### src/rtl/lsu_pkg.sv
// lsu_pkg: shared definitions for the load/store access unit.
//   - RV funct3 codes for loads and stores
//   - FSM state encoding
//   - access length constants (bytes) plus length/mask helpers
package lsu_pkg;

  localparam logic [2:0] LB  = 3'b000;
  localparam logic [2:0] LH  = 3'b001;
  localparam logic [2:0] LW  = 3'b010;
  localparam logic [2:0] LBU = 3'b100;
  localparam logic [2:0] LHU = 3'b101;
  localparam logic [2:0] SB  = 3'b000;
  localparam logic [2:0] SH  = 3'b001;
  localparam logic [2:0] SW  = 3'b010;

  localparam logic [2:0] LEN_B = 3'd1;
  localparam logic [2:0] LEN_H = 3'd2;
  localparam logic [2:0] LEN_W = 3'd4;

  typedef enum logic [1:0] {IDLE, ISSUE, WAIT, RESP} state_t;

  // Access length in bytes from funct3[1:0]; 0 marks the unused encoding.
  function automatic logic [2:0] len_of(input logic [2:0] func);
    case (func[1:0])
      2'b00:   return LEN_B;
      2'b01:   return LEN_H;
      2'b10:   return LEN_W;
      default: return 3'd0;
    endcase
  endfunction

  // Byte-lane mask for right-justified data of the given length.
  function automatic logic [31:0] len_mask(input logic [2:0] len);
    case (len)
      LEN_B:   return 32'h0000_00ff;
      LEN_H:   return 32'h0000_ffff;
      LEN_W:   return 32'hffff_ffff;
      default: return 32'h0000_0000;
    endcase
  endfunction

endpackage

### src/rtl/lsu_load_ext.sv
// lsu_load_ext: sign/zero extension of right-justified SRAM read data.
//   func     : RV load funct3 (LB/LH/LW/LBU/LHU)
//   rdata    : raw right-justified read data
//   ext_data : extended result; LW and any other code pass rdata through
module lsu_load_ext
  import lsu_pkg::*;
(
  input  logic [2:0]  func,
  input  logic [31:0] rdata,
  output logic [31:0] ext_data
);

  // NOTE: a combinational block assigns every output first so no path leaves
  // it unassigned; otherwise synthesis infers a latch.
  always_comb begin
    ext_data = rdata;
    case (func)
      LB:      ext_data = {{24{rdata[7]}}, rdata[7:0]};
      LH:      ext_data = {{16{rdata[15]}}, rdata[15:0]};
      LBU:     ext_data = {24'h0, rdata[7:0]};
      LHU:     ext_data = {16'h0, rdata[15:0]};
      default: ext_data = rdata;
    endcase
  end

endmodule

### src/rtl/lsu_mem_access.sv
// lsu_mem_access: load/store access unit in front of the data SRAM.
// Accepts one request over req_valid/req_ready, checks alignment and funct3,
// issues a one-cycle SRAM strobe, waits LAT cycles for read data and returns
// the extended result (or a store acknowledge / error) over resp_valid/ready.
//   clk, rst        : clock, synchronous active-high reset
//   req_*           : request channel (wen, funct3, byte address, store data)
//   resp_*          : response channel (extended load data, error flag)
//   mem_*           : SRAM strobes, address, write data, length, read data
// Parameter LAT (1..15): SRAM read latency in cycles.
// Optional macro LSU_MTRACE_EN: prints one trace line per response handshake
// in simulation.
module lsu_mem_access
  import lsu_pkg::*;
#(
  parameter int unsigned LAT = 1
) (
  input  logic        clk,
  input  logic        rst,
  input  logic        req_valid,
  output logic        req_ready,
  input  logic        req_wen,
  input  logic [2:0]  req_func,
  input  logic [31:0] req_addr,
  input  logic [31:0] req_wdata,
  output logic        resp_valid,
  input  logic        resp_ready,
  output logic [31:0] resp_rdata,
  output logic        resp_err,
  output logic        mem_ren,
  output logic        mem_wen,
  output logic [31:0] mem_addr,
  output logic [31:0] mem_wdata,
  output logic [2:0]  mem_len,
  input  logic [31:0] mem_rdata
);

  state_t      state, state_nx;
  logic        wen_q;
  logic [2:0]  func_q;
  logic [31:0] addr_q;
  logic [31:0] wdata_q;
  logic [2:0]  len_q;
  logic [3:0]  cnt_q;
  logic [31:0] rdata_q;
  logic        err_q;

  logic        accept;
  logic [2:0]  req_len;
  logic        req_misaligned;
  logic        req_illegal;
  logic        req_err;
  logic [31:0] ext_data;

  assign req_ready = (state == IDLE) && !rst;
  assign accept    = req_valid && req_ready;

  assign req_len        = len_of(req_func);
  assign req_misaligned = ((req_len == LEN_H) && req_addr[0]) ||
                          ((req_len == LEN_W) && (req_addr[1:0] != 2'b00));
  assign req_illegal    = req_wen ? !(req_func inside {SB, SH, SW})
                                  : !(req_func inside {LB, LH, LW, LBU, LHU});
  assign req_err        = req_misaligned || req_illegal;

  lsu_load_ext u_load_ext (
    .func     (func_q),
    .rdata    (mem_rdata),
    .ext_data (ext_data)
  );

  // NOTE: state registers use non-blocking assignments so every flop samples
  // the pre-edge value of its neighbours regardless of statement order.
  always_ff @(posedge clk) begin
    if (rst) begin
      state   <= IDLE;
      wen_q   <= 1'b0;
      func_q  <= 3'd0;
      addr_q  <= 32'd0;
      wdata_q <= 32'd0;
      len_q   <= 3'd0;
      cnt_q   <= 4'd0;
      rdata_q <= 32'd0;
      err_q   <= 1'b0;
    end else begin
      state <= state_nx;
      if (accept) begin
        wen_q   <= req_wen;
        func_q  <= req_func;
        addr_q  <= req_addr;
        wdata_q <= req_wdata & len_mask(req_len);
        len_q   <= req_len;
        rdata_q <= 32'd0;
        err_q   <= req_err;
      end
      if (state == ISSUE) begin
        cnt_q <= 4'(LAT);
      end else if (state == WAIT) begin
        cnt_q <= cnt_q - 4'd1;
        // Last wait cycle: read data is valid now. Stores report zero.
        if (cnt_q == 4'd1) begin
          rdata_q <= wen_q ? 32'd0 : ext_data;
        end
      end
    end
  end

  always_comb begin
    state_nx   = state;
    resp_valid = 1'b0;
    mem_ren    = 1'b0;
    mem_wen    = 1'b0;
    case (state)
      IDLE: begin
        if (accept) state_nx = req_err ? RESP : ISSUE;
      end
      ISSUE: begin
        // Gated by rst so a store coinciding with reset never commits.
        mem_ren  = !wen_q && !rst;
        mem_wen  = wen_q && !rst;
        state_nx = WAIT;
      end
      WAIT: begin
        if (cnt_q == 4'd1) state_nx = RESP;
      end
      RESP: begin
        resp_valid = 1'b1;
        if (resp_ready) state_nx = IDLE;
      end
      default: state_nx = IDLE;
    endcase
  end

  assign resp_rdata = rdata_q;
  assign resp_err   = err_q;
  assign mem_addr   = addr_q;
  assign mem_wdata  = wdata_q;
  assign mem_len    = len_q;

`ifdef LSU_MTRACE_EN
  always_ff @(posedge clk) begin
    if (!rst && resp_valid && resp_ready) begin
      $display("mtrace %s addr=%08x len=%0d data=%08x err=%0d",
               wen_q ? "W" : "R", addr_q, len_q,
               wen_q ? wdata_q : rdata_q, err_q);
    end
  end
`endif

endmodule
### config.mk
export PLATFORM = sky130hd
export DESIGN_NAME = lsu_mem_access
export DESIGN_NICKNAME = d
export VERILOG_FILES = /design/src/rtl/lsu_pkg.sv /design/src/rtl/lsu_load_ext.sv /design/src/rtl/lsu_mem_access.sv
export SDC_FILE = /design/constraint.sdc
export NUM_CORES = 1
export LEC_CHECK = 0
export CAP_MARGIN = 10
export CORE_MARGIN = 2
export CORE_UTILIZATION = 30
export DETAILED_ROUTE_END_ITERATION = 8
export HOLD_SLACK_MARGIN = 0.12
export PLACE_DENSITY = 0.69
export SYNTH_ARGS = -nofsm -noshare
export SYNTH_HDL_FRONTEND = slang
export SYNTH_HIERARCHICAL = 1
export SYNTH_SLANG_ARGS = --single-unit
### constraint.sdc
create_clock -name clk -period 2.05 [get_ports clk]
set_input_delay 0.41 -clock clk [delete_from_list [all_inputs] [get_ports clk]]
set_output_delay 0.41 -clock clk [all_outputs]
set_load 0.01 [all_outputs]
Yosys cells after proc, flatten, opt, wreduce, memory -nomap -nowiden
Index checks and enable logic that the tools add are counted.

Bitwise operators: 1. Mux-type cells: 21. Multiply operators: 0. Divide/modulo/power cells: 0. Equal/unequal tests: 19. Add/subtract/negate cells: 1. Magnitude comparators: 0. Shift-type cells: 0. Reductions and logical operators: 22.

Operators by type and width (count): 2-to-1 mux 32 bit (7); one-hot mux 32 bit (4 select lines) (1); one-hot mux 32 bit (3 select lines) (1); AND 32 bit (1); equality test 3 bit (second input constant) (5); equality test 3 x 1 -> 1 bit (second input constant) (3); one-hot mux 3 bit (3 select lines) (1); 2-to-1 mux 2 bit (4); one-hot mux 2 bit (4 select lines) (1); equality test 2 bit (second input constant) (3); equality test 3 x 2 -> 1 bit (second input constant) (2); logical AND 1 bit (6); zero test 3 bit (2); 2-to-1 mux 1 bit (6); nonzero test 5 bit (1); equality test 2 x 1 -> 1 bit (second input constant) (2); equality test 4 x 1 -> 1 bit (second input constant) (1); zero test 1 bit (4); zero test 2 bit (2); != test 2 bit (second input constant) (2); nonzero test 2 bit (2); subtractor 4 x 1 -> 4 bit (second input constant) (1); AND reduction 3 bit (1); nonzero test 3 bit (1); 3 further kinds (4).

Output and inout bits: 104. Logic and storage cells: 74. RAM bits: 0. ROM bits: 0. Register bits: 110. Input bits: 104. Memories kept: 0. Latch bits: 0.

Logic depth before layout (Yosys ltp)
Depth after elaboration: 9. Gate-level depth with buffers: 8. Depth with buffers taken out: 6.

By module
The synthesis kept the hierarchy.

By module, submodules not included: lsu_mem_access (sequential area each 2202.1 um^2, instances 1, area an instance 4459.3 um^2, cells an instance 485); lsu_load_ext (sequential area each 0.0 um^2, instances 1, area an instance 355.3 um^2, cells an instance 67).

Worst setup path before layout
OpenSTA, ideal clock, no wires.

Path type: register to register. From: register state[0]. To: register rdata_q[1], in the netlist resp_rdata[1]. Period minus slack after synthesis: 1.631 ns. Cell stages (with the launch flop): 8. Setup time: 0.128 ns. Path slack: 0.419 ns. Path buffers: 1. Required time: 1.922 ns. Data arrival time: 1.503 ns. Cells stage by stage: dfxtp_1 -> inv_1 -> ha_1 -> nand2b_2 -> o31a_4 -> buf_6 -> a22oi_2 -> nor2_1.

Cells in the longest elaborated chain, start to end: 7. Elaborated cells between the ends (all ways): 9. Those cells by class: eq/ne: 2; mux: 4; reduce/logical: 3.

RTL lines: start: declaration (RTL line lsu_mem_access.sv:37) `state_t state, state_nx;`; start signal: assignment (RTL line lsu_mem_access.sv:84) `state <= state_nx;`; zero test 2 bit (RTL line lsu_mem_access.sv:54) `assign req_ready = (state == IDLE) && !rst;`; logical AND 1 bit (RTL line lsu_mem_access.sv:54); logical AND 1 bit (RTL line lsu_mem_access.sv:55) `assign accept = req_valid && req_ready;`; 2-to-1 mux 32 bit (RTL line lsu_mem_access.sv:85) `if (accept) begin`; 2-to-1 mux 32 bit (RTL line lsu_mem_access.sv:99) `if (cnt_q == 4'd1) begin`; 2-to-1 mux 32 bit (RTL line lsu_mem_access.sv:96) `end else if (state == WAIT) begin`; 2-to-1 mux 32 bit (*) (RTL line lsu_mem_access.sv:94) `if (state == ISSUE) begin`; end signal: assignment (RTL line lsu_mem_access.sv:100) `rdata_q <= wen_q ? 32'd0 : ext_data;`; end: declaration (RTL line lsu_mem_access.sv:44) `logic [31:0] rdata_q;`.

Every way passes the cells marked *; elsewhere a longest branch is shown, timed or not. A chain may end at the register's enable or synchronous reset.

Final worst setup path
From: register state[1]. To: output resp_valid.

Cells in the longest elaborated chain, start to end: 2.

RTL lines: equality test 2 bit (RTL line lsu_mem_access.sv:111) `case (state)`; 2-to-1 mux 1 bit (RTL line lsu_mem_access.sv:111); end: declaration (RTL line lsu_mem_access.sv:25) `output logic resp_valid,`.

Every way passes these cells.

==> impl_metrics.tcl <==
set metrics [dict create \
    die_h_um 131 \
    max_freq_mhz 524 \
    slowest_delay_ns 0.55 \
    dp.cells 934 \
    synth_cell_types 35 \
    netlist_top_cells_count "nand2_1, dfxtp_1, nor2_1, nand3b_1, a21oi_1" \
    syn_area_um2 4810 \
    n_antenna_cell 0 \
    numClockSinks 110 \
    io_buffer_count 207 \
    grt-ovfl-total 0 \
    clockRootBuffer "clkbuf_16" \
    ys_top_cells_by_area "dfxtp_1, nand2_1, a22oi_2, nand3b_1, nor2_1" \
    ir_drop_mv 0.527 \
    synth_seq_area_share_pct 45.7 \
    yosysTopAreaCellShare_pct 45.7 \
    htreeDepth 3 \
    r2r_start "state[1]" \
    drtPass1Iterations 4 \
    rsz0062_at_grt "false" \
    slew_headroom_pct 61.5 \
    finish.instance_area_um2 7250 \
    p_sw_mw 2.01 \
    synth_top_family_by_area "simple AND/OR/NAND/NOR gates" \
    drt-vias-per-instance 4.60 \
    netlist_instances 552 \
    synthToLayoutAreaGrowth_pct 50.5 \
    power_frac_comb_pct 32.0 \
    yosys.area_share.simple_pct 27.0 \
    nets 846 \
    reg2reg_depth 6 \
    die_width_um 131 \
    cp-end-kind "output port" \
    reg2reg_to "resp_rdata[22]" \
    dp_hpwl_mm 9.46 \
    drive_gt1_share_pct 9.28 \
    hold_class "register to register" \
    fin_cells 949 \
    power_frac_seq_pct 40.8 \
    fillCellCount 1586 \
    hold_path_depth 2 \
    die_area_um2 17100 \
    grt_max_degree 62 \
    r2r_slack_ns 0.19 \
    wl_mm 13.7 \
    finalSetupViolations 0 \
    powerDensity_nw_per_um2 873 \
    place_ws_ns 0.0505 \
    cts_buffers 9 \
    synth_top_cell_by_area "dfxtp_1" \
    yosysMostFrequentCell "nand2_1" \
    slew_viol_final 0 \
    grt_usage_pct 16.0 \
    grt_pass1_wl_mm 21.5 \
    worstPathArrival_ns 1.50 \
    swShare_pct 31.7 \
    hold_viol_final 0 \
    ys.flop_type "dfxtp_1" \
    ant_nets 0 \
    fin_ws_ns 0.140 \
    fin_crit_ns 1.91 \
    ys_warn_count 6 \
    period_share_pct 93.2 \
    drc_errors 0 \
    hold_start "mem_wdata[27]" \
    crit_slowest_cell "clkdlybuf4s50_1" \
    path_buf_inv 1 \
    gp_congestion 0.770 \
    cap_violations 0 \
    dpl_cell_area_um2 6970 \
    synth_fa_ha_area_share_pct 3.38 \
    drtIter0Drc 174 \
    synth-edff-count 0 \
    synth_fp_nets 669 \
    post_cts_buffers 0 \
    finalSetupTns_ns 0 \
    tightest_slew_ns 0.577 \
    crit_family "buffers and inverters" \
    path_max_fanout 4 \
    outcome "completed" \
    p_clk_share_pct 27.3 \
    core_area_um2 15800 \
    muxShareOfSynthArea_pct 0.286 \
    required_ns 1.64 \
    vias 4369 \
    rows 46 \
    synth_xor_area_share_pct 0.364 \
    async_flop_share_pct 0 \
    leakagePower_nw 2.70 \
    skew_ns 0.00440 \
    wl_per_cell_um 14.4 \
    initial_core_util_pct 30.5 \
    holdPathEnd "mem_wdata[27]" \
    cts_max_path_buffers 2 \
    io_pins 208 \
    crit_chain "ha_1 > clkdlybuf4s50_1" \
    path_class "register to output port" \
    antenna_found_initial 0 \
    synth_compound_area_share_pct 15.8 \
    insertion_delay_ns 0.35 \
    start_kind "register" \
    internal-power_mw 4.32 \
    cts_tree "done" \
    path_clk_slew_ns 0.07 \
    first_global_vias 4270 \
    ys_ff_latch 110 \
    syn_avg_cell_area_um2 8.72 \
]
## metal layers
metal  wire [um]  global-route usage (%)  vias to the layer above  share of wire, %
met3        1470                    7.04                       16                11
met4         230                    5.82                        0               1.7
met5           0                       0                        -                 0
met2        6170                    25.6                      161                45
li1            -                       -                     2197                 -
met1        5790                    19.2                     1995                42
## sequential cells by signal (all words and copies together) (netlist names)
register / count
mem_addr: 32
mem_wdata: 32
resp_rdata: 32
cnt_q: 4
func_q: 3
mem_len: 3
state: 2
resp_err: 1
wen_q: 1
## per-stage QoR
| step | total power, mW | util, % | hold slack, ns |
|---|---|---|---|
| global placement | 4.66 | 44.2 | 0.438 |
| floorplan | 3.81 | - | 0.458 |
| CTS | 6.44 | 46.0 | 0.453 |
| detailed placement | 4.68 | 44.2 | 0.443 |
| global route | 6.73 | 46.0 | 0.470 |
| finish | 6.33 | 46.0 | 0.452 |
## layout make-up
cell class                 count  area, um2  share of cell area (%)
multi-input combinational    381       2260                    31.2
clock inverter                 4       48.8                   0.673
clock buffer                  11        233                    3.21
inverter                       6       22.5                   0.311
tap                          216        270                    3.73
timing repair buffer         221       2210                    30.5
sequential                   110       2200                    30.4
## cells in the final DEF, fill, tap and decap left out, types with 3 or more instances in the layout
cell type	netlist	layout
dlygate4sd2_1	0	3
nand2_1	125	125
nand3_1	24	24
nor3_1	5	5
inv_1	6	5
nor3b_1	10	10
a21oi_1	32	32
clkbuf_16	0	9
dfxtp_1	110	110
clkdlybuf4s50_1	0	203
o21ai_0	29	29
buf_12	0	3
buf_4	13	12
nand2b_1	6	6
nand3b_1	43	43
nor2_1	44	44
ha_1	13	11
a22oi_2	30	30
## worst max path at each step
| stage | from | end | cells after the start |
|---|---|---|---|
| 3_3_place_gp | req_func[0] | state[1] | 7 |
| 3_5_place_dp | req_func[1] | state[1] | 7 |
| 4_1_cts | state[1] | resp_valid | 2 |
| 5_1_grt | state[0] | req_ready | 4 |
| 2_1_floorplan | state[0] | resp_rdata[1] | 7 |
| 6_report | state[1] | resp_valid | 2 |
## cells by family (layout without fill, tap and decap cells)
logic type,Yosys count,after routing
multiplexers,1,1
AND/OR/NAND/NOR,266,266
AO/OA/AOI/OAI,99,99
adder cells (fa/ha/maj),13,13
flip-flops,110,110
buffers and inverters,61,242
XOR/XNOR,2,2
## power groups by stage
stage	Sequential [mW]	Clock (mW)	Combinational (mW)
2_1_floorplan	2.69	0	1.12
3_5_place_dp	2.63	0	2.05
3_3_place_gp	2.62	0	2.04
5_1_grt	2.62	1.86	2.25
6_report	2.58	1.72	2.02
4_1_cts	2.58	1.79	2.06
## tightest hold or removal path, delay by kind of cell (launching register included)
family | cells | cell delay, ns
flops | 1 | 0.31
simple gates | 1 | 0.05
compound gates | 1 | 0.05
## timing repair
item | in CTS | in global routing
hold buffers | 0 | 0
resized for setup | 6 | 0
setup endpoints to repair | 3 | 0
Note: power is estimated with default switching activity, not from simulation.
